### src/rtl/acc16_seq.sv
// rtl/acc16_seq.sv - sequential 16-bit accumulator driving an external adder
//
// Purpose: sums a stream of 16-bit operands using an external combinational
// adder, then presents the final sum and the adder flags of the last add.
//
// Ports:
//   clk, rst_n             clock, asynchronous active-low reset
//   start                  begin a new run (honoured in IDLE only)
//   op_valid/op_data/op_last/op_ready   operand stream
//   add_a/add_b/add_cin    operands presented to the external adder
//   add_out, add_zero, add_carry, add_sign, add_parity, add_overflow
//                          result and flags returned by the external adder
//   res_valid/res_ready/res_data/res_flags   result stream,
//                          res_flags = {zero,carry,sign,parity,overflow}
//   sticky_ovf             OR of add_overflow over every add of the run
//   busy                   high whenever the FSM is not in IDLE

module acc16_seq #(
    parameter bit CHAIN_CARRY = 1'b0
) (
    input  logic        clk,
    input  logic        rst_n,
    input  logic        start,
    input  logic        op_valid,
    input  logic [15:0] op_data,
    input  logic        op_last,
    output logic        op_ready,
    output logic [15:0] add_a,
    output logic [15:0] add_b,
    output logic        add_cin,
    input  logic [15:0] add_out,
    input  logic        add_zero,
    input  logic        add_carry,
    input  logic        add_sign,
    input  logic        add_parity,
    input  logic        add_overflow,
    output logic        res_valid,
    input  logic        res_ready,
    output logic [15:0] res_data,
    output logic [4:0]  res_flags,
    output logic        sticky_ovf,
    output logic        busy
);

    typedef enum logic [1:0] {
        IDLE  = 2'd0,
        ACCUM = 2'd1,
        CAPT  = 2'd2,
        DONE  = 2'd3
    } state_t;

    state_t      state_q, state_d;
    logic [15:0] acc_q, acc_d;
    logic        pc_q, pc_d;
    logic        last_q, last_d;
    logic [15:0] add_a_q, add_a_d;
    logic [15:0] add_b_q, add_b_d;
    logic        add_cin_q, add_cin_d;
    logic [4:0]  flags_q, flags_d;
    logic        sticky_q, sticky_d;

    always_ff @(posedge clk or negedge rst_n) begin
        if (!rst_n) begin
            state_q   <= IDLE;
            acc_q     <= 16'h0000;
            pc_q      <= 1'b0;
            last_q    <= 1'b0;
            add_a_q   <= 16'h0000;
            add_b_q   <= 16'h0000;
            add_cin_q <= 1'b0;
            flags_q   <= 5'b00000;
            sticky_q  <= 1'b0;
        end else begin
            state_q   <= state_d;
            acc_q     <= acc_d;
            pc_q      <= pc_d;
            last_q    <= last_d;
            add_a_q   <= add_a_d;
            add_b_q   <= add_b_d;
            add_cin_q <= add_cin_d;
            flags_q   <= flags_d;
            sticky_q  <= sticky_d;
        end
    end

    always_comb begin
        state_d   = state_q;
        acc_d     = acc_q;
        pc_d      = pc_q;
        last_d    = last_q;
        add_a_d   = add_a_q;
        add_b_d   = add_b_q;
        add_cin_d = add_cin_q;
        flags_d   = flags_q;
        sticky_d  = sticky_q;

        case (state_q)
            IDLE: begin
                if (start) begin
                    acc_d    = 16'h0000;
                    pc_d     = 1'b0;
                    sticky_d = 1'b0;
                    state_d  = ACCUM;
                end
            end
            ACCUM: begin
                // Adder inputs are registered here and then held until the
                // next acceptance, so the external adder sees stable operands.
                if (op_valid) begin
                    add_a_d   = acc_q;
                    add_b_d   = op_data;
                    add_cin_d = CHAIN_CARRY ? pc_q : 1'b0;
                    last_d    = op_last;
                    state_d   = CAPT;
                end
            end
            CAPT: begin
                acc_d    = add_out;
                flags_d  = {add_zero, add_carry, add_sign, add_parity, add_overflow};
                pc_d     = add_carry;
                sticky_d = sticky_q | add_overflow;
                state_d  = last_q ? DONE : ACCUM;
            end
            DONE: begin
                // start is deliberately not looked at here; only res_ready acts.
                if (res_ready) begin
                    state_d = IDLE;
                end
            end
            default: state_d = IDLE;
        endcase
    end

    assign op_ready   = (state_q == ACCUM);
    assign res_valid  = (state_q == DONE);
    assign busy       = (state_q != IDLE);
    assign add_a      = add_a_q;
    assign add_b      = add_b_q;
    assign add_cin    = add_cin_q;
    assign res_data   = acc_q;
    assign res_flags  = flags_q;
    assign sticky_ovf = sticky_q;

endmodule

### config.mk
export PLATFORM = sky130hd
export DESIGN_NAME = acc16_seq
export DESIGN_NICKNAME = d
export VERILOG_FILES = /design/src/rtl/acc16_seq.sv
export SDC_FILE = /design/constraint.sdc
export NUM_CORES = 1
export LEC_CHECK = 0
export CAP_MARGIN = 20
export CORE_MARGIN = 2
export CORE_UTILIZATION = 42
export DETAILED_ROUTE_END_ITERATION = 16
export PLACE_DENSITY = 0.83
export SETUP_SLACK_MARGIN = 0.05
export SYNTH_ARGS = -nofsm -noshare
export SYNTH_HDL_FRONTEND = slang
export SYNTH_SLANG_ARGS = --single-unit
export TNS_END_PERCENT = 50
### constraint.sdc
create_clock -name clk -period 1.72 [get_ports clk]
set_clock_uncertainty 0.15 [all_clocks]
set_input_delay 0.516 -clock clk [delete_from_list [all_inputs] [get_ports clk]]
set_output_delay 0.516 -clock clk [all_outputs]
set_load 0.005 [all_outputs]
After elaboration in Yosys (flattened, before gate mapping)

Index checks and enable logic that the tools add are counted.

Bits in registers: 57
Output and inout bits: 58

Equality and inequality tests: 6
Multiplexer cells: 9
Bitwise gates (word level): 1
Reduce and logical (&&, ||, !) cells: 6

Operators with widths:

| kind                 | number |
|---|---|
| $pmux W16 S2         | 1 |
| $mux W16             | 1 |
| $mux W2              | 4 |
| $pmux W2 S4          | 1 |
| $eq A2 B2 Y1 const B | 2 |
| $ne A2 B2 Y1 const B | 2 |
| $reduce_and A2 Y1    | 2 |
| $reduce_bool A2 Y1   | 2 |
| $reduce_and A3 Y1    | 1 |
| $eq A2 B1 Y1 const B | 1 |
| $logic_not A2 Y1     | 1 |
| $ne A2 B1 Y1 const B | 1 |
| $pmux W1 S2          | 1 |
| $mux W1              | 1 |
| $or A1 B1 Y1         | 1 |

Logic depth before layout (Yosys ltp)

Gate-level depths: netlist (run 1).

Word-level depth: 3
Mapped depth: 5
Depth with buffers taken out: 3

Worst setup path before layout (run 1)

Ideal clock, no wire load.

Path type: register to register
Start point: register state_q[0]
End point: register flags_q[1], in the netlist res_flags[1]
Arrival time: 1.207 ns
Required time: 1.445 ns
Setup slack: 0.238 ns
Stages on the path, launching flop included: 5
Path buffers: 2
Path through: dfrtp_1 -> buf_4 -> and2b_1 -> buf_4 -> mux2_2

Cells in the longest elaborated chain, start to end: 1

Ends and longest elaborated chain:

| what                   | RTL line | text |
|---|---|---|
| start, declared        | 52       | `state_t state_q, state_d;` |
| start signal, assigned | 74       | `state_q <= state_d;` |
| $eq A2 B2 Y1           | 97       | `case (state_q)` |
| end signal, assigned   | 81       | `flags_q <= flags_d;` |
| end, declared          | 59       | `logic [4:0] flags_q, flags_d;` |

Every way passes these cells.
A chain may end at the register's enable or synchronous reset.

Worst setup path after layout (run 1)

Start point: register state_q[0]
End point: output port op_ready

Cells in the longest elaborated chain, start to end: 1

Ends and longest elaborated chain:

| what          | RTL line | text |
|---|---|---|
| $eq A2 B1 Y1  | 134      | `assign op_ready = (state_q == ACCUM);` |
| end, declared | 27       | `output logic op_ready,` |

Every way passes these cells.

==> metrics.md, run 1 <==
| Metric | Value |
|---|---|
| Fraction of synthesized cell area taken by the top area cell type | 62.0% |
| Die Height | 78.0 um |
| Area of combinational cells with multiple inputs | 823 um^2 |
| Post-Syn Nets | 182 |
| Data required time of the critical path | 1.05 ns |
| Violated checks | negative setup slack |
| Core area | 0.00520 mm^2 |
| Critical path launch point | state_q[0]$_DFFE_PN0P_ |
| Area growth from synthesis to layout | 69.2% |
| Iteration-0 DRC Markers | 47 |
| Most numerous cell types in the synthesized netlist | sky130_fd_sc_hd__dfrtp_1, sky130_fd_sc_hd__mux2_4, sky130_fd_sc_hd__a22o_1 |
| Crit Path Max Fanout | 3 |
| Worst R2R Start | state_q[1]$_DFFE_PN0P_ |
| Worst Setup Start Kind | register |
| Fin. Hold Viols | 0 |
| CTS root buffer | sky130_fd_sc_hd__clkbuf_8 |
| Post-DR wirelength/cell | 17.0 um |
| Die outline area | 0.00608 mm^2 |
| Async set-or-reset flop fraction in the synthesized netlist | 100% |
| Power density over the cells | 1800 mW/mm^2 |
| Most frequently used flop master after synthesis | sky130_fd_sc_hd__dfrtp_1 |
| Distinct cell type count of the synthesized netlist | 22 |
| Most area-hungry cell type in the Yosys netlist | sky130_fd_sc_hd__dfrtp_1 |
| Total length of routed wires | 5.99 mm |
| Combined global-route utilization of all metal layers | 20.3% |
| Top-level port count | 101 |
| Maximum clock frequency | 570 MHz |
| Placement-stage worst setup slack | -0.196 ns |
| Clock slew at the register clock pins of the worst setup and hold paths | 0.06 ns |
| Setup slack of the most critical reg-to-reg path | 0.03 ns |
| Number of nets in the layout | 323 |
| ANT cells | 0 |
| Width of the chip | 78.0 um |
| Count of buffers from port buffering | 99 |
| Period utilisation layout | 102% |
| Run status | finished, violations left |
| Hold WS | 0.0402 ns |
| Post-placement cell area | 0.00345 mm^2 |
| Level count of the clock H-tree | 3 |
| Leakage dissipation | 1.96 nW |
| Share of post-route cells with drive strength above 1 | 34.3% |
| Vias in the first global route | 1774 |
| Remaining global-route overflow | 0 |
| Maximum vdd drop | 992 uV |
| Final Max Slew Viols | 0 |
| Total number of vias | 1707 |
| Dominant cells by area after synthesis | sky130_fd_sc_hd__dfrtp_1, sky130_fd_sc_hd__mux2_4, sky130_fd_sc_hd__a22o_1, sky130_fd_sc_hd__mux2_2, sky130_fd_sc_hd__buf_6 |
| Data arrival time at the worst-slack endpoint | 1.09 ns |
| Worst Reg-to-Reg Cells | 6 |
| Final critical path time including I/O delays and setup | 1.75 ns |
| Post-route DRC violation count | 0 |
| Starting density of the core | 44.2% |
| Capture point of the worst reg-to-reg path | res_data[0]$_DFFE_PN0P_ |
| Setup repair after global routing missed its margin | true |
| Cell area after synthesis | 0.00230 mm^2 |
| Number of synthesized register bits | 57 |
| Synth Instances | 139 |
| First-pass GRT wire length | 9.20 mm |
| DPL Wire Length | 3.85 mm |
| First-pass DRT Iterations | 4 |
| Fraction of the yosys area taken by sequential cells | 62.0% |
| Inserted Clock Buffers | 9 |
| Count of flip-flops with a built-in enable after synthesis | 0 |
| Placement Rows | 26 |
| Skew-Pair Late Insertion Delay | 0.32 ns |
| Final Cell Area | 0.00389 mm^2 |
| Detail-routed via count per cell | 4.84 |
| Yosys warning total | 0 |
| Dominant cell by count in the synthesized netlist | sky130_fd_sc_hd__dfrtp_1 |
| Fill cell instance count of the final layout | 336 |
| Gpl congestion | 0.717 |
| Type of the worst setup path | register to output pin |
| Type of destination of the critical path | output pin |
| Type of the most critical hold path | input pin to asynchronous set/reset pin |
| Final antenna-violating net count | 0 |
| Post-synthesis area per instance | 16.5 um^2 |
| Sinks on the clock net | 57 |
| Maximum number of pins on one net before global-route repair | 58 |
| Timing endpoint of the critical path | op_ready |
| Number of maximum-capacitance constraint violations | 0 |
| Final setup slack of the worst path | -0.0338 ns |
| Clock Tree Buf Depth | 2 |
| Number of antenna violations at the first check in global routing | 0 |
| Sequential cell area | 0.00143 mm^2 |
| Clock tree from TritonCTS | built |
| Total of endpoints with negative setup slack in the final report | 2 |
==> flip-flops by register name, summed over array words and instances, names as in the netlist <==
register,count
add_a,16
add_b,16
res_data,16
res_flags,5
state_q,2
last_q,1
sticky_ovf,1
==> repair_timing <==
| action | CTS | global route |
|---|---|---|
| pin swaps | 1 | 0 |
| hold buffers | 0 | 0 |
| buffers inserted | 17 | 8 |
| gates cloned | 0 | 3 |
| resized for setup | 70 | 42 |
| endpoints found under the setup margin | 57 | 38 |
==> cells by family (layout without fill, tap and decap cells) <==
kind of cell    Yosys count  count (layout)  share of synthesized area [%]
flops                    57              57                           62.0
compound gates           22              22                           7.56
buf+inv                  11             155                           3.54
other cells               1               1                          0.163
mux                      39              39                           23.9
simple gates              9               9                           2.77
==> final cells by class <==
class	instances	share of cell area [%]
tap	70	2.25
timing repair buffer	139	35.5
clock buffer	14	4.18
multi-input combinational	71	21.2
inverter	2	0.193
sequential	57	36.7
==> stage by stage <==
stage          TNS [ns]  power, W  util (%)  instances
6_report        -0.0665   0.00701      74.7        353
5_1_grt          -0.243   0.00744      74.7        353
4_1_cts          -0.190   0.00662      70.6        343
3_5_place_dp      -6.15   0.00570      66.2        312
3_3_place_gp      -5.47   0.00560      66.2        312
2_1_floorplan         0   0.00385         -        139
==> cells in the final DEF, fill, tap and decap left out, types with 2 or more instances in the layout <==
cell	count
sky130_fd_sc_hd__a21oi_1	3
sky130_fd_sc_hd__a22o_1	17
sky130_fd_sc_hd__buf_12	5
sky130_fd_sc_hd__buf_2	3
sky130_fd_sc_hd__buf_4	27
sky130_fd_sc_hd__buf_6	4
sky130_fd_sc_hd__clkbuf_1	3
sky130_fd_sc_hd__clkbuf_16	3
sky130_fd_sc_hd__clkbuf_8	11
sky130_fd_sc_hd__clkdlybuf4s15_1	31
sky130_fd_sc_hd__clkdlybuf4s50_1	40
sky130_fd_sc_hd__dfrtp_1	57
sky130_fd_sc_hd__dlygate4sd2_1	23
sky130_fd_sc_hd__inv_1	2
sky130_fd_sc_hd__mux2_2	3
sky130_fd_sc_hd__mux2_4	35
==> power by group <==
group / switching, W / leakage (nW) / internal [W]
sequential: 0.000406 / 0.713 / 0.00201
clock: 0.000460 / 0.0826 / 0.000587
combinational: 0.00116 / 1.17 / 0.00239
total: 0.00203 / 1.96 / 0.00498
==> routing by layer <==
layer / up-vias / GRT usage, % / wire length (um) / part of all wire (%)
met4: 0 / 12.5 / 215 / 3.6
met2: 86 / 32.8 / 2920 / 49
met3: 16 / 5.35 / 389 / 6.5
li1: 773 / - / - / -
met1: 832 / 24.1 / 2470 / 41
met5: - / 0 / 0 / 0
==> how the worst min path moves through the flow <==
stage	from	endpoint	slack [ns]	depth (start not counted)
5_1_grt	rst_n	res_flags[0]$_DFFE_PN0N_	0.06	2
2_1_floorplan	rst_n	add_a[0]$_DFFE_PN0P_	0.07	0
3_5_place_dp	add_a[1]$_DFFE_PN0P_	add_a[1]$_DFFE_PN0P_	0.34	1
4_1_cts	rst_n	res_flags[0]$_DFFE_PN0N_	0.04	2
6_report	rst_n	res_flags[0]$_DFFE_PN0N_	0.04	2
3_3_place_gp	res_flags[1]$_DFFE_PN0N_	res_flags[1]$_DFFE_PN0N_	0.34	1
==> critical path, stage by stage (launching register included) <==
cell,delay (ns)
sky130_fd_sc_hd__dfrtp_1,0.41
sky130_fd_sc_hd__buf_6,0.13
sky130_fd_sc_hd__nor2b_4,0.11
sky130_fd_sc_hd__buf_2,0.11
Note: power is estimated with default switching activity, not from simulation.
==> run 2, diff against run 1 <==
- CELL_PAD_IN_SITES_DETAIL_PLACEMENT: default -> 0
- CELL_PAD_IN_SITES_GLOBAL_PLACEMENT: default -> 1
- CORE_UTILIZATION: 42 -> 33
- GPL_ROUTABILITY_DRIVEN: default -> 0
- PLACE_DENSITY: 0.83 -> 0.82
==> run 2 against run 1 <==
The run still ends with negative setup slack left. Critical endpoint is now busy. Clock-buffer cell count decreased by 5. Critical path depth shrank 1. Sequential share of layout area down 1.5 points. Clock power rose by 47%. Sequential cell count unchanged. Fmax down 1.3%. Largest power group unchanged. Setup slack worse by 0.022 ns. Via count fell by 0.47%. Final area increased by 4.4%.
==> metrics.md, run 2 (synthesis gave the netlist of run 1 again) <==
| Metric | Value |
|---|---|
| Number of maximum-capacitance constraint violations | 0 (unchanged) |
| First-pass DRT Iterations | 4 (unchanged) |
| Final antenna-violating net count | 0 (unchanged) |
| Remaining global-route overflow | 0 (unchanged) |
| Type of the most critical hold path | input pin to asynchronous set/reset pin |
| Type of the worst setup path | register to output pin |
| Setup repair after global routing missed its margin | true |
| Clock tree from TritonCTS | built |
| Type of destination of the critical path | output pin |
| Worst Reg-to-Reg Cells | 7 (+1) |
| Non-filler instance count after layout | 376 (+6.5%) |
| Clock Tree Buf Depth | 2 (unchanged) |
| Sinks on the clock net | 57 (unchanged) |
| Final critical path time including I/O delays and setup | 1.78 ns (+0.0225 ns) |
| Top-level port count | 101 (unchanged) |
| Commonest non-fill, non-tap cell in the layout | sky130_fd_sc_hd__dfrtp_1 |
| CP Depth | 2 (-1) |
| Area growth from synthesis to layout | 76.7% |
| Met2 track demand over resource | 24.3% (-8.4 points) |
| Inserted Clock Buffers | 9 (unchanged) |
| Violated checks | negative setup slack |
| Maximum clock frequency | 563 MHz (-1.3%) |
| Worst Setup Start Kind | register |
| Detail-routed via count per cell | 4.52 (-6.6%) |
| Clock slew at the register clock pins of the worst setup and hold paths | 0.07 ns (about the same) |
| Kind of cell adding the most delay to the critical path | flip-flops |
| Critical-path cell with the highest stage delay | sky130_fd_sc_hd__dfrtp_2 |
| Post-placement cell area | 0.00344 mm^2 (about the same) |
| Maximum number of pins on one net before global-route repair | 58 (unchanged) |
| Final setup slack of the worst path | -0.0563 ns (-0.0225 ns) |
| Die Height | 87.5 um (+12%) |
| Data required time of the critical path | 1.05 ns (about the same) |
| Cells along the critical path | or2_4 > buf_6 |
| Share of post-route cells with drive strength above 1 | 38.9% (+4.6 points) |
| Final Max Slew Viols | 0 (unchanged) |
| Placement Rows | 30 (+15%) |
| Fin. Hold Viols | 0 (unchanged) |
| Combined global-route utilization of all metal layers | 15.2% (-5.1 points) |
| Core area | 0.00676 mm^2 (+30%) |
| Die outline area | 0.00765 mm^2 (+26%) |
| Number of antenna violations at the first check in global routing | 0 (unchanged) |
| Hold buffer count at CTS | 0 (unchanged) |
| Total of endpoints with negative setup slack in the final report | 13 (+11) |
| Width of the chip | 87.5 um (+12%) |
| Number of nets in the layout | 334 (+3.4%) |
| Global-route track usage on met3 | 3.60% (-1.7 points) |
| Maximum vdd drop | 726 uV (-27%) |
| Iteration-0 DRC Markers | 36 (-23%) |
| Crit Path Max Fanout | 4 (+1) |
| CTS root buffer | sky130_fd_sc_hd__clkbuf_8 |
| Fill cell instance count of the final layout | 554 (+65%) |
| GR met1 Demand/Resource | 19.6% (-4.5 points) |
| First-pass GRT wire length | 8.88 mm (-3.5%) |
| ANT cells | 0 (unchanged) |
| Power density over the cells | 1880 mW/mm^2 (+4.5%) |
| Total number of vias | 1699 (-0.47%) |
| Slowest stage delay, CP | 0.44 ns (+0.03 ns) |
| Final Cell Area | 0.00406 mm^2 (+4.4%) |
| Level count of the clock H-tree | 3 (unchanged) |
| DPL Wire Length | 3.64 mm (-5.4%) |
| Post-DR wirelength/cell | 15.5 um (-8.7%) |
| Most heavily used metal layer in global routing | met2 |
| Post-route DRC violation count | 0 (unchanged) |
| Period utilisation layout | 103% (+1.3 points) |
| Hold WS | 0.0324 ns (-0.00777 ns) |
| Commonest cells after routing, fill and taps aside | sky130_fd_sc_hd__dfrtp_1, sky130_fd_sc_hd__clkdlybuf4s15_1, sky130_fd_sc_hd__clkdlybuf4s50_1 |
| Leakage dissipation | 2.01 nW (+2.3%) |
| Data arrival time at the worst-slack endpoint | 1.11 ns (+0.02 ns) |
| Final total negative setup slack | -0.179 ns (-0.113 ns) |
| Count of buffers from port buffering | 99 (unchanged) |
| Worst Path Buf+Inv | 1 (-1) |
| Run status | finished, violations left |
| Vias in the first global route | 1758 (-0.90%) |
| Number of cells in the design after placement | 320 (+2.6%) |
| Skew-Pair Late Insertion Delay | 0.33 ns (about the same) |
| Total length of routed wires | 5.83 mm (-2.8%) |
| Starting density of the core | 34.0% (-10 points) |
run 2: where the power goes:
group          total, W  switching [W]  internal (W)  leakage (nW)
Sequential      0.00240       0.000388       0.00201         0.712
Clock           0.00154       0.000574      0.000962         0.115
Combinational   0.00372        0.00116       0.00256          1.18
run 2: worst paths after layout:
kind	start	end	slack [ns]
setup / recovery	state_q[1]$_DFFE_PN0P_	busy	-0.06
hold / removal	rst_n	add_b[13]$_DFFE_PN0P_	0.03
setup reg to reg	state_q[0]$_DFFE_PN0P_	add_a[2]$_DFFE_PN0P_	-0.01
hold reg to reg	res_flags[2]$_DFFE_PN0N_	res_flags[2]$_DFFE_PN0N_	0.35
max in group asynchronous	rst_n	state_q[1]$_DFFE_PN0P_	1.11
min in group clk	res_flags[2]$_DFFE_PN0N_	res_flags[2]$_DFFE_PN0N_	0.35
run 2: stage by stage:
step	utilization [%]	setup slack (ns)	total power [W]
after floorplan	-	0.238	0.00385
after global placement	51.0	-0.180	0.00558
after detailed placement	51.0	-0.209	0.00567
after CTS	56.6	-0.0745	0.00721
after global routing	60.1	-0.0974	0.00811
final	60.1	-0.0563	0.00765
run 2: layout make-up:
cell class	instances	area, um^2	share of cell area (%)
Timing Repair Buffer	150	1470	36.2
Sequential cell	57	1430	35.1
Multi-Input combinational cell	71	815	20.0
Clock buffer	9	124	3.05
Clock inverter	7	119	2.93
Tap cell	80	100	2.46
Inverter	2	7.51	0.185
run 2: layer usage:
metal	routed length, um	vias to the layer above
met5	0	-
met4	63	0
met3	277	6
met2	2910	56
met1	2570	841
li1	-	796
run 2: what timing repair did:
action	4_1_cts	5_1_grt
setup buffers	23	15
endpoints found under the setup margin	57	81
gates resized for setup	83	45
cloned	0	2
